`src/rtl/fifo_rd_unpacker.sv`:
```
// ============================================================================
// Module      : fifo_rd_unpacker
// Description : Drains a wide FIFO one word at a time and unpacks each word
//               into BEAT_W beats on a valid/ready stream, counting the words
//               that drain completely. Define FIFO_UNPACK_MSB_FIRST_EN to emit
//               the most significant beat first.
// Revision    : 1.0 - initial release
// ============================================================================
`default_nettype none

module fifo_rd_unpacker #(
  parameter int DATA_W = 128,
  parameter int BEAT_W = 32,
  parameter int CNT_W  = 16
) (
  input  logic              clk,
  input  logic              reset,
  input  logic              i_en,
  input  logic              fifo_empty,
  input  logic [DATA_W-1:0] fifo_rddata,
  output logic              fifo_rden,
  output logic [BEAT_W-1:0] m_data,
  output logic              m_valid,
  input  logic              m_ready,
  output logic              m_last,
  output logic              o_busy,
  output logic [CNT_W-1:0]  o_word_cnt
);

  localparam int NBEATS = DATA_W / BEAT_W;
  localparam int IDX_W  = $clog2(NBEATS);
  localparam logic [IDX_W-1:0] C_LAST_IDX = IDX_W'(NBEATS - 1);

  typedef enum logic [1:0] {
    S_IDLE = 2'd0,
    S_REQ  = 2'd1,
    S_CAP  = 2'd2,
    S_SEND = 2'd3
  } state_t;

  state_t             r_state;
  state_t             w_state_nxt;
  logic               r_rden;
  logic               w_rden_nxt;
  logic               r_valid;
  logic               w_valid_nxt;
  logic [IDX_W-1:0]   r_idx;
  logic [IDX_W-1:0]   w_idx_nxt;
  logic [DATA_W-1:0]  r_word;
  logic [DATA_W-1:0]  w_word_nxt;
  logic [CNT_W-1:0]   r_cnt;
  logic [CNT_W-1:0]   w_cnt_nxt;
  logic               w_idx_last;
  logic [BEAT_W-1:0]  w_beats [NBEATS];

  // Beat i of the held word; the slice order is the only build difference.
  generate
    for (genvar i = 0; i < NBEATS; i++) begin : g_beat
`ifdef FIFO_UNPACK_MSB_FIRST_EN
      assign w_beats[i] = r_word[(NBEATS-1-i)*BEAT_W +: BEAT_W];
`else
      assign w_beats[i] = r_word[i*BEAT_W +: BEAT_W];
`endif
    end
  endgenerate

  assign w_idx_last = (r_idx == C_LAST_IDX);

  always_ff @(posedge clk or negedge reset) begin
    if (!reset) begin
      r_state <= S_IDLE;
      r_rden  <= 1'b0;
      r_valid <= 1'b0;
      r_idx   <= '0;
      r_word  <= '0;
      r_cnt   <= '0;
    end else begin
      r_state <= w_state_nxt;
      r_rden  <= w_rden_nxt;
      r_valid <= w_valid_nxt;
      r_idx   <= w_idx_nxt;
      r_word  <= w_word_nxt;
      r_cnt   <= w_cnt_nxt;
    end
  end

  always_comb begin
    w_state_nxt = r_state;
    w_rden_nxt  = 1'b0;
    w_valid_nxt = r_valid;
    w_idx_nxt   = r_idx;
    w_word_nxt  = r_word;
    w_cnt_nxt   = r_cnt;
    case (r_state)
      // Empty is only looked at here, so a read is never issued blind.
      S_IDLE: begin
        if (i_en && !fifo_empty) begin
          w_rden_nxt  = 1'b1;
          w_state_nxt = S_REQ;
        end
      end
      S_REQ: begin
        w_state_nxt = S_CAP;
      end
      S_CAP: begin
        w_word_nxt  = fifo_rddata;
        w_idx_nxt   = '0;
        w_valid_nxt = 1'b1;
        w_state_nxt = S_SEND;
      end
      S_SEND: begin
        if (r_valid && m_ready) begin
          if (w_idx_last) begin
            w_valid_nxt = 1'b0;
            w_idx_nxt   = '0;
            w_cnt_nxt   = r_cnt + 1'b1;
            w_state_nxt = S_IDLE;
          end else begin
            w_idx_nxt = r_idx + 1'b1;
          end
        end
      end
      default: begin
        w_state_nxt = S_IDLE;
      end
    endcase
  end

  assign fifo_rden  = r_rden;
  assign m_valid    = r_valid;
  assign m_data     = w_beats[r_idx];
  assign m_last     = r_valid && w_idx_last;
  assign o_busy     = (r_state != S_IDLE);
  assign o_word_cnt = r_cnt;

endmodule

`default_nettype wire

```
`config.mk`:
```
export PLATFORM = sky130hd
export DESIGN_NAME = fifo_rd_unpacker
export DESIGN_NICKNAME = d
export VERILOG_FILES = /design/src/rtl/fifo_rd_unpacker.sv
export SDC_FILE = /design/constraint.sdc
export NUM_CORES = 1
export LEC_CHECK = 0
export ABC_CLOCK_PERIOD_IN_PS = 1800
export CORE_UTILIZATION = 43
export DETAILED_ROUTE_END_ITERATION = 7
export PLACE_DENSITY = 0.81
export SYNTH_ARGS = -nofsm -noshare
export SYNTH_HDL_FRONTEND = slang
export SYNTH_SLANG_ARGS = --single-unit
```
`constraint.sdc`:
```
create_clock -name clk -period 1.8 [get_ports clk]
set_input_delay 0.54 -clock clk [delete_from_list [all_inputs] [get_ports clk]]
set_output_delay 0.54 -clock clk [all_outputs]
set_load 0.05 [all_outputs]
```
==> key figures, run 1 <==
Timing
  • Final Setup Violations: 36
  • Tcrit/Tclk final: 131%
  • Minimum hold slack: between 0.015 and 0.02 ns
  • Setup slack after layout: -0.551 ns
  • Final Skew: 0.00791 ns
  • FMAX: 0.425 GHz
  • Max Slew Vio Count: 0
  • Crit path time final: 2.35 ns
  • Slew @ Worst Pin: around 0.43 ns
  • Rel. slew slack: 71.1%
  • Unrepaired setup endpoints after global routing: true
  • Setup TNS: -17.33 ns
  • Final-report hold violation count: 0

GRT
  • Largest net degree at the start of global routing: 82
  • Met3 track demand over resource: 8.26%
  • GR Util met2: 34.2%
  • Met1 usage: 22.9%
  • Total gr overflow: 0
  • Initial antenna violation count: 0
  • GRT Total Usage: 20.0%
  • Busiest grt layer: met2
  • Vias in the first global route: 4746
  • First-pass GRT wire length: between 20000 and 25000 um

Worst setup path
  • Critical path required time: between 1 and 1.5 ns
  • Crit path max fanout: 5
  • CP Launch Point: r_idx[0]
  • Crit path DAT: 1.81 ns
  • Reg2Reg Launch Point: r_idx[0]
  • Startpoint type of the worst setup path: register
  • Type of element capturing the critical path: output pin
  • CP Class: reg -> out

Pwr
  • Worst VDD drop: 1.15 mV
  • Comb power frac: 51.2%
  • Standby leakage power: 4.09 nW
  • Pwr Total: 19.0 mW
  • Clock network power share: 18.3%
  • Sw Ratio: 35.4%
  • Internal: 12.3 mW
  • Cell area power density: 1920 nW/um^2
  • Seq pwr share: about 31%
  • Sw power: 6.75 mW

Floorplanning
  • Die Ht: 125 um
  • Die Footprint: 15700 sq um
  • IO Pins: 185
  • Core Rows: 44
  • Initial core utilization: 44.5%
  • Die Span X: 125 um
  • CORE AREA: ~15000 sq um

Layout
  • Commonest non-fill, non-tap cell in the layout: dfrtp_1
  • Nets: 760
  • Area growth, synth to finish: 51.7%
  • Fin area: ~10000 sq um
  • Final std cells w/o fill: slightly above 800
  • Ratio of cells with drive above 1 in the final layout: 46.4%
  • Final core utilization: 67.5%
  • Commonest cells after routing, fill and taps aside: dfrtp_1 (145), clkdlybuf4s50_1 (131), mux2_2 (129)
  • Inserted Diodes: 0

Run status
  • Failing checks: DRC, setup timing
  • Status: finished, violations left

Place
  • GPL Wtd Cong: 0.710
  • IO buf count: roughly 180
  • DP HPWL: 10200 um
  • Cells after DPL: 774
  • Dpl ws: -0.343 ns
  • Post-Place Cell Area: 9060 sq um

Synthesis
  • Register area share after synthesis: 57.4%
  • Yosys warning count: 0
  • Cells after synthesis: ~410
  • Syn_area_per_cell: ~16 sq um
  • Syn nets: around 550
  • Post-synthesis register bit count: 150
  • Distinct cells, synth: 26
  • Synthesized area: 6540 sq um

Flow run
  • Max Cap Viol: 0

Hold path
  • Worst hold path class: in -> async

Routing
  • WL per Instance: 18.2 um
  • Final Routed Wirelength: 14900 um
  • Initial DRC count: between 150 and 200
  • Drt first pass iters: 8
  • DRC: 9
  • Vias per cell: 5.21
  • DR vias: 4259
  • Post-route ant nets: 0

CTS
  • CTS Buffer Depth: 2
  • Cts bufs inserted: 17
  • Worst-path clk slew: 0.06 ns
  • Cts hold-fix bufs: 0
  • Clk Latency, worst-skew pair: 0.41 ns
  • CTS sink cnt: 150
  • Root Buffer: clkbuf_16
  • TritonCTS clock tree: built
  • H-tree levels: 4
worst paths after layout:
kind / end / slack, ns / depth (start not counted)
max: m_data[29] / -0.55 / 4
min: r_word[94] / 0.02 / 1
max reg2reg: o_word_cnt[12] / -0.24 / 8
min reg2reg: r_word[69] / 0.50 / 1
max in group asynchronous: o_word_cnt[0] / 1.17 / 2
min in group clk: r_word[69] / 0.50 / 1
cells in the mapped netlist (all sizes together):
cell    number  area, sq um
nand4        5         37.5
mux4        32          721
a22oi        1         7.51
buf         16         75.1
a21oi        2         10.0
ha           6         75.1
or4          1         11.3
inv          5         18.8
mux2       129         1450
nand2       13         48.8
xor2         7         61.3
dfrtp      150         3750
clkbuf       7         26.3
mux2i        1         10.0
o21ai        4         20.0
and2         1         6.26
nor4         1         12.5
nand3        7         35.0
xnor2        8         70.1
and4         3         26.3
nand2b       3         18.8
nor2         9         41.3
nor3         1         5.00
critical path, stage by stage (launching register included):
cell	delay, ns
dfrtp_2	0.38
buf_12	0.14
clkbuf_16	0.16
mux4_2	0.54
buf_12	0.17
flip-flops by register name, indices dropped and copies added (netlist names):
name and count:
r_idx 2, fifo_rden 1, r_state 2, r_word 128, m_valid 1, o_word_cnt 16
cell type report:
type,count,area [sq um]
inverters,5,21.3
multi-input cells,234,2750
fillers,980,4770
clock inverters,9,100
clock buffers,23,478
flip-flops and latches,150,3760
well taps,184,230
repair buffers,213,2590
cells by family (layout without fill, tap and decap cells):
| kind of cell | Yosys count | after routing | synth area share (%) |
|---|---|---|---|
| buffers and inverters | 28 | 250 | 1.84 |
| AND/OR/NAND/NOR | 44 | 44 | 3.71 |
| multiplexers | 162 | 162 | 33.4 |
| adder cells (fa/ha/maj) | 6 | 6 | 1.15 |
| AO/OA/AOI/OAI | 7 | 7 | 0.574 |
| flip-flops | 150 | 150 | 57.4 |
| XOR/XNOR | 15 | 15 | 2.01 |
power by group through the flow:
stage | registers [mW] | clock network [mW] | logic, mW
finish | 5.80 | 3.48 | 9.75
global route | 6.00 | 3.71 | 10.3
CTS | 5.81 | 3.56 | 9.76
detailed placement | 5.86 | 0 | 9.23
global placement | 5.71 | 0 | 9.02
floorplan | 5.60 | 0 | 6.22
per-layer routing:
layer	routed length (um)	part of all wire, %	up-vias
met1	5920	40	2163
met5	0	0	-
met2	7650	51	142
met4	210	1.4	0
li1	-	-	1939
met3	1100	7.4	15
repair_timing:
action,in CTS,in global routing
hold endpoints to repair,0,0
setup buffers,8,2
gates cloned,1,2
resized for setup,30,10
pin swaps,2,2
endpoints found under the setup margin,39,40
Power figures use the tool's default switching activity.
==> inputs of run 2 (changes only) <==
- PLACE_DENSITY: 0.81 -> 0.77
==> key figures, run 2 (synthesized netlist as in run 1, its figures left out) <==
Run status
  • Status: finished, violations left
  • Failing checks: DRC, setup timing

Worst setup path
  • Startpoint type of the worst setup path: register
  • FF-to-FF path depth: 8
  • CP max stage delay: 0.53 ns
  • Critical path required time: ~1.3 ns
  • Crit path max fanout: 10
  • Reg2Reg Launch Point: r_idx[0]
  • Flop-to-flop setup slack: -0.17 ns
  • R2r endpoint: o_word_cnt[12]
  • Most common cell on crit path: buf_6
  • CP Class: reg -> out
  • Crit path cell chain: buf_6, buf_12, mux4_2, buf_6
  • Crit path DAT: 1.79 ns
  • CP max-delay cell: mux4_2
  • Type of element capturing the critical path: output pin

Layout
  • Ratio of cells with drive above 1 in the final layout: between 40% and 50%
  • Commonest cells after routing, fill and taps aside: dfrtp_1 (145), clkdlybuf4s50_1 (131), mux2_2 (129)
  • Fin area: 9830 sq um
  • Number of flip-flops in the largest register: 128
  • Fill count: 1024
  • Multi-input logic area: 2720 sq um
  • Most flops, register: r_word
  • Commonest non-fill, non-tap cell in the layout: dfrtp_1
  • Final std cells w/o fill: 820
  • Inserted Diodes: 0
  • Area growth, synth to finish: 50.3%
  • FF+latch area: roughly 3800 sq um
  • Nets: ~770

Routing
  • Vias per cell: 5.19
  • Final Routed Wirelength: between 10000 and 15000 um
  • Post-route ant nets: 0
  • Drt first pass iters: 8
  • DR vias: 4258
  • DRC: 14
  • Initial DRC count: approximately 150
  • WL per Instance: 18.2 um

Timing
  • Final-report hold violation count: 0
  • Rel. slew slack: 72.9%
  • Final Setup Violations: 36
  • FMAX: around 0.43 GHz
  • Tcrit/Tclk final: 130%
  • Setup slack after layout: -0.533 ns
  • Final Skew: 0.00584 ns
  • Unrepaired setup endpoints after global routing: true
  • Slew @ Worst Pin: just over 0.4 ns
  • Minimum hold slack: 0.0379 ns
  • Crit path time final: 2.33 ns
  • Max Slew Vio Count: 0

Place
  • Post-Place Cell Area: 9050 sq um
  • Cells after DPL: 780
  • GPL Wtd Cong: roughly 0.8
  • Dpl ws: -0.328 ns
  • IO buf count: around 180
  • DP HPWL: 10400 um

CTS
  • CTS sink cnt: 150
  • H-tree levels: 4
  • Cts bufs inserted: 17
  • Root Buffer: clkbuf_16
  • CTS Buffer Depth: 2
  • TritonCTS clock tree: built
  • Worst-path clk slew: 0.06 ns
  • Clk Latency, worst-skew pair: 0.42 ns

GRT
  • Vias in the first global route: about 4.8k
  • Largest net degree at the start of global routing: 60
  • First-pass GRT wire length: 24700 um
  • GRT Total Usage: 20.7%
  • Initial antenna violation count: 0
  • Total gr overflow: 0

Pwr
  • Worst VDD drop: 1.02 mV
  • Standby leakage power: 4.07 nW
  • Cell area power density: 1890 nW/um^2
  • Pwr Total: roughly 19 mW

Floorplanning
  • Core Rows: 44
  • CORE AREA: roughly 15000 sq um
  • IO Pins: 185
  • Die Footprint: 15700 sq um
  • Die Ht: roughly 130 um
  • Die Span X: 125 um
  • Initial core utilization: 44.5%

Flow run
  • Max Cap Viol: 0

Hold path
  • Worst hold path class: in -> async
==> run 2: cell types whose count changed in the layout (fill, tap and decap cells not counted), sizes merged <==
cell      change
buf           +7
clkinv        -2
clkinvlp      -1
bufinv        -1
clkbuf        -1
==> run 2: how the worst max path moves through the flow <==
stage | slack, ns | cells after the start | startpoint | end
CTS | -0.56 | 4 | r_idx[0] | m_data[7]
finish | -0.53 | 4 | r_idx[0] | m_data[7]
detailed placement | -0.33 | 5 | m_ready | o_word_cnt[12]
floorplan | -0.06 | 3 | r_idx[0] | m_data[24]
global placement | -0.28 | 5 | m_ready | o_word_cnt[12]
global route | -0.60 | 4 | r_idx[0] | m_data[28]
==> run 2: critical path, delay by kind of cell, from the launching register on <==
kind,cells,cell delay [ns]
muxes,1,0.53
DFF,1,0.39
buffers and inverters,3,0.44
==> run 2: through the flow <==
step           TNS, ns  utilization (%)
2_1_floorplan    -1.53                -
3_3_place_gp     -4.39             61.6
3_5_place_dp     -5.31             61.6
4_1_cts         -18.72             66.5
5_1_grt         -19.34             66.9
6_report        -16.80             66.9
==> run 2: final cells by class <==
cell class	count	area share [%]
Sequential cell	150	38.2
Multi-Input combinational cell	234	27.7
Timing Repair Buffer	218	26.3
Clock buffer	24	4.70
Tap cell	184	2.34
Clock inverter	5	0.534
Inverter	5	0.216
==> run 2: power breakdown <==
group | switching, mW | internal, mW | leakage, nW
Combinational | 4.57 | 5.04 | 2.03
Sequential | 0.819 | 4.96 | 1.79
Clock | 1.28 | 1.90 | 0.250
Total | 6.66 | 11.9 | 4.07
==> run 2: timing repair <==
| item | 4_1_cts | 5_1_grt |
|---|---|---|
| setup endpoints to repair | 42 | 48 |
| gates cloned | 0 | 0 |
| hold buffers | 0 | 0 |
| gates resized for setup | 33 | 8 |
| pin swaps | 0 | 3 |
| buffers inserted | 8 | 3 |
==> run 2: per-layer routing <==
layer | part of all wire [%] | up-vias | track usage (%)
met2 | 50 | 133 | 34.2
met1 | 40 | 2170 | 24.6
met4 | 1.2 | 0 | 6.60
met3 | 8.8 | 16 | 8.52
li1 | - | 1939 | -
met5 | 0 | - | 0
==> RTL edit 1, RTL diff (flow settings as in run 2) <==
Put one more register stage on the output `o_word_cnt`, with the module's reset. The value now appears one clock later. The other outputs are not delayed to match.
--- a/src/rtl/fifo_rd_unpacker.sv
+++ b/src/rtl/fifo_rd_unpacker.sv
@@ -131,7 +131,13 @@
   assign m_data     = w_beats[r_idx];
   assign m_last     = r_valid && w_idx_last;
   assign o_busy     = (r_state != S_IDLE);
-  assign o_word_cnt = r_cnt;
+  always_ff @(posedge clk or negedge reset) begin
+    if (!reset) begin
+      o_word_cnt <= '0;
+    end else begin
+      o_word_cnt <= r_cnt;
+    end
+  end
 
 endmodule
 
Formal check against the unedited RTL: not equivalent (a bounded check fails within 10 cycles, from zero or initial values and one cycle with reset low).
==> RTL edit 1 against run 2 <==
The flow finishes with violations (setup timing); register-to-register slack better by 40 ps; sequential cell count up 16; final cell count grew 5.1%; setup slack worse by 22 ps; cell area rose by 3.7%; die area increased by 5.9%; synthesized area grew 6.0%; wire length rose by 5.1%; sequential share of layout area grew 2.5 points; power is 5.2% higher; via count grew 1.8%; largest power group unchanged; highest routed layer unchanged.
==> RTL edit 1: results (changes against run 2) <==
| Metric | Value |
|---|---|
| Outcome | finished with violations |
| Failing checks | setup timing |
| Post-synth top cells | dfrtp_1, mux2_2, mux4_2 |
| Placed instance area | 0.00922 mm2 (+1.9%) |
| RR Startpoint | r_idx[0] |
| Hold Crit Class | reg2reg |
| Port Buffers | 184 (unchanged) |
| Setup slack, reg-to-reg | -130 ps (+40 ps) |
| Layout cell share with drive strength beyond 1 | 44.6% (-1.2 points) |
| Layout net count | 773 (+1.0%) |
| Synth top area share | 59.9% (+2.5 points) |
| Leakage | 4.28 nW (+5.3%) |
| Setup tns final | -17550 ps (-741 ps) |
| First-pass DRT Iterations | 4 (-4) |
| Synth cell types | 28 (+7.7%) |
| Dpl hpwl | 10400 um (+0.32%) |
| GRT Resource Usage Total | 19.8% (-0.85 points) |
| GRT met2 Usage | 34.5% (+0.35 points) |
| Seq/Total Area, Yosys | 59.9% (+2.5 points) |
| Largest cells by area after synthesis | dfrtp_1, mux2_2, mux4_2 |
| Pin count of the biggest net entering global routing | 61 (+1.7%) |
| Fraction of registers with async set/reset | 100% (unchanged) |
| Htree depth | 4 (unchanged) |
| Clock Tree Buf Depth | 2 (unchanged) |
| Post-Place Cells | 817 (+4.7%) |
| GR Layer Usage met3 | 7.27% (-1.2 points) |
| Max VDD drop | 1.10 mV (+7.4%) |
| Dominant synthesized flop cell | dfrtp_1 |
| Worst-case reg-to-reg path depth | 8 (unchanged) |
| Root buffer cell | clkbuf_16 |
| Initial antenna violation count | 0 (unchanged) |
| Final worst slack | -555 ps (-21.7 ps) |
| MaxCap Viol Count | 0 (unchanged) |
| GP Congestion | 0.751 (-4.4%) |
| WL/cell | 18.2 um (about the same) |
| Vias | 4333 (+1.8%) |
| Diodes inserted | 0 (unchanged) |
| WHS Endpoint | o_word_cnt[14] |
| Final setup viols | 36 (unchanged) |
| Reg2reg end | r_cnt[14] |
| Critical path arrival | 1820 ps (+30 ps) |
| Vias in the first global route | 4748 (-0.96%) |
| Crit-path max FO | 8 (-2) |
| Met1 Usage GRT | 23.1% (-1.4 points) |
| Clk_skew | 10.5 ps (+4.70 ps) |
| Fin cells | 862 (+5.1%) |
| Avg Inst Size Synth | 16.3 um2 (+2.8%) |
| Dpl ws | -432 ps (-104 ps) |
| Actual slew at the worst max-slew pin | 402 ps (-4.38 ps) |
| Post-Syn Nets | 564 (+2.4%) |
| First-pass GRT wire length | 24600 um (-0.25%) |
RTL edit 1: area by class of cell:
cell class / count / area [um2]
clock buffer: 22 / 444
clock inverter: 9 / 153
fill: 1129 / 5630
inverter: 5 / 21.3
multi-input combinational: 231 / 2760
sequential: 166 / 4160
tap: 216 / 270
timing repair buffer: 213 / 2390
RTL edit 1: how the worst max path moves through the flow:
| stage | startpoint | to |
|---|---|---|
| 3_5_place_dp | m_ready | r_cnt[15] |
| 4_1_cts | r_idx[0] | m_data[2] |
| 2_1_floorplan | r_idx[0] | m_data[24] |
| 3_3_place_gp | m_ready | r_cnt[15] |
| 5_1_grt | r_idx[0] | m_data[20] |
| 6_report | r_idx[0] | m_data[20] |
RTL edit 1: critical path: stages (launching register included):
cell and delay (ps):
dfrtp_2 390, buf_6 150, buf_12 150, mux4_2 530, buf_6 170
RTL edit 1: routing by layer:
layer  part of all wire, %  vias to the layer above  routed length, um
met5                     0                        -                  0
li1                      -                     1963                  -
met4                  0.90                        0                142
met1                    40                     2231               6240
met2                    52                      126               8250
met3                   7.0                       13               1100
RTL edit 1: cells by family after synthesis:
kind of cell | count (synthesis) | share of synthesized area, %
AOI/OAI and AO/OA | 7 | 0.541
xor gates and xnor gates | 15 | 1.89
adders and majority gates | 6 | 1.08
buffers and inverters | 28 | 1.71
DFF | 166 | 59.9
muxes | 162 | 31.5
and+or+nand+nor | 41 | 3.41
RTL edit 1: metrics by stage:
| step | utilization (%) | hold WS [ps] |
|---|---|---|
| 2_1_floorplan | - | 244 |
| 3_3_place_gp | 58.3 | 366 |
| 3_5_place_dp | 58.3 | 375 |
| 4_1_cts | 63.8 | 390 |
| 5_1_grt | 64.4 | 400 |
| 6_report | 64.4 | 382 |
RTL edit 1: power by group:
part           switching, mW  internal [mW]  leakage, nW
sequential             0.825           5.33         2.01
combinational           4.61           5.04         1.98
clock                   1.42           2.31        0.292
RTL edit 1: repair_timing:
action	4_1_cts	5_1_grt
hold endpoints to repair	18	0
endpoints found under the setup margin	35	43
cloned	3	1
pin swaps	1	4
resized for setup	38	12
buffers inserted	7	2
hold buffers	1	0
==> RTL edit 2, RTL diff (flow settings as in run 2) <==
Without the edit above. Set the parameter `DATA_W` to 64 (it was 128).
--- a/src/rtl/fifo_rd_unpacker.sv
+++ b/src/rtl/fifo_rd_unpacker.sv
@@ -9,7 +9,7 @@
 `default_nettype none
 
 module fifo_rd_unpacker #(
-  parameter int DATA_W = 128,
+  parameter int DATA_W = 64,
   parameter int BEAT_W = 32,
   parameter int CNT_W  = 16
 ) (
Ports: changed (resized fifo_rddata); port bits go from 185 to 121. The function was not compared with the original's and may differ.
==> RTL edit 2 against run 2 <==
The flow finishes with violations (setup timing); worst hold slack gained 190 ps; wire length shrank 47%; non-clock buffer count shrank 80; cell area shrank 42%; power shrank 43%; combinational power shrank 35%; count of clock-buffer cells in the layout shrank 14; setup slack gained 270 ps; clock skew grew 5.3 ps; sequential cell count shrank 65; synthesized area shrank 43%; critical path depth is the same; largest cell class unchanged; largest power group unchanged; highest routed layer unchanged.
==> RTL edit 2: results (changes against run 2) <==
| Metric | Value |
|---|---|
| First-pass GRT wire length | 13300 um (-46%) |
| Via density | 5.00 (-3.7%) |
| Initial detailed-routing violation count | 86 (-44%) |
| Leakage | 2.44 nW (-40%) |
| # fillers | 620 (-39%) |
| Mapped Cells | 260 (-37%) |
| WL/cell | 15.8 um (-14%) |
| GP Congestion | 0.732 (-6.8%) |
| Critical path arrival | 1520 ps (-270 ps) |
| Fin cells | 506 (-38%) |
| Post-synth top cells | mux2_2, dfrtp_1, xnor2_1 |
| Clock slew at reported path FFs | 80 ps (+20 ps) |
| GRT Resource Usage Total | 19.3% (-1.3 points) |
| Critical-path top delay cell | dfrtp_2 |
| Layout net count | 471 (-38%) |
| Post-Syn Nets | 334 (-39%) |
| Largest cells by area after synthesis | dfrtp_1, mux2_2, xnor2_1 |
| Dpl hpwl | 5450 um (-48%) |
| Root buffer cell | clkbuf_8 |
| Clk_lat worst skew | 350 ps (-70 ps) |
| Dpl ws | -185 ps (+143 ps) |
| Htree depth | 3 (-1) |
| Final setup viols | 33 (-8.3%) |
| Vias in the first global route | 2744 (-43%) |
| First-pass DRT Iterations | 4 (-4) |
| Clk_skew | 11.2 ps (+5.33 ps) |
| Worst Setup SP | r_idx |
| Post-Place Cells | 483 (-38%) |
| Final worst slack | -262 ps (+271 ps) |
| CTS buffer count | 9 (-8) |
| Layout cell share with drive strength beyond 1 | 48.4% (+2.6 points) |
| Port Buffers | 120 (-35%) |
| Outcome | finished with violations |
| Failing checks | setup timing |
| Largest stage delay, worst path | 430 ps (-100 ps) |
==> RTL edit 2: cell types whose count changed in the layout (fill, tap and decap cells not counted), sizes merged, moves of 3 or more <==
| cell | run 2 | this run |
|---|---|---|
| nor3 | 1 | 5 |
| mux4 | 32 | 0 |
| mux2 | 129 | 97 |
| clkdlybuf4s50 | 131 | 67 |
| buf | 87 | 71 |
| clkbuf | 24 | 10 |
| nor2 | 9 | 6 |
| nand2 | 13 | 8 |
| nand4 | 5 | 2 |
| dfrtp | 150 | 85 |
==> RTL edit 2: final timing paths <==
kind | end | slack [ps] | cells after the start
worst max-delay path | m_data[4] | -260 | 4
worst min-delay path | r_word[49] | 230 | 2
worst max register to register | o_word_cnt[13] | 180 | 6
worst min register to register | r_word[41] | 500 | 1
max in group asynchronous | r_idx | 1210 | 2
min in group clk | r_word[41] | 500 | 1
==> RTL edit 2: critical path, delay by kind of cell, from the launching register on <==
| kind | cells | cell delay (ps) |
|---|---|---|
| flops | 1 | 430 |
| mux | 1 | 310 |
| buf+inv | 3 | 440 |
==> RTL edit 2: stage by stage <==
| step | utilization, % | cell area, um2 |
|---|---|---|
| after global placement | 62.9 | 5240 |
| after floorplan | - | 3750 |
| after global routing | 67.9 | 5670 |
| after detailed placement | 62.9 | 5240 |
| final | 67.9 | 5670 |
| after CTS | 67.8 | 5660 |
==> RTL edit 2: layout make-up <==
type | count | area (um2) | area share (%)
clock buffer | 10 | 128 | 2.25
clock inverter | 5 | 52.6 | 0.928
inverter | 6 | 22.5 | 0.398
multi-input combinational | 157 | 1560 | 27.5
sequential | 85 | 2130 | 37.6
tap | 105 | 131 | 2.32
timing repair buffer | 138 | 1650 | 29.1
==> RTL edit 2: routing by layer <==
layer / share of wire [%] / global-route usage (%)
met5: 0 / 0
met2: 52 / 32.8
met3: 5.5 / 5.66
met4: 1.1 / 4.98
met1: 42 / 24.1
==> RTL edit 2: cell families (layout without fill, tap and decap cells) <==
family / after synthesis / in the layout / share of synthesized area, %
compound gates: 6 / 6 / 1.07
xor+xnor: 16 / 16 / 3.73
fa+ha+maj: 5 / 5 / 1.67
buf+inv: 18 / 159 / 2.30
flops: 85 / 85 / 56.6
mux: 97 / 97 / 29.1
simple gates: 33 / 33 / 5.50
==> RTL edit 2: repair_timing <==
item                                    4_1_cts  5_1_grt
setup buffers                                 7        0
endpoints found under the setup margin       34       38
cloned                                        1        0
gates resized for setup                      40        6
endpoints found under the hold margin         0        0
==> RTL edit 2: power by group <==
part           total [mW]  switching, mW  internal [mW]
Combinational        6.23           3.28           2.94
Sequential           3.17          0.440           2.73
Clock                1.26          0.635          0.627
Total                10.7           4.36           6.30
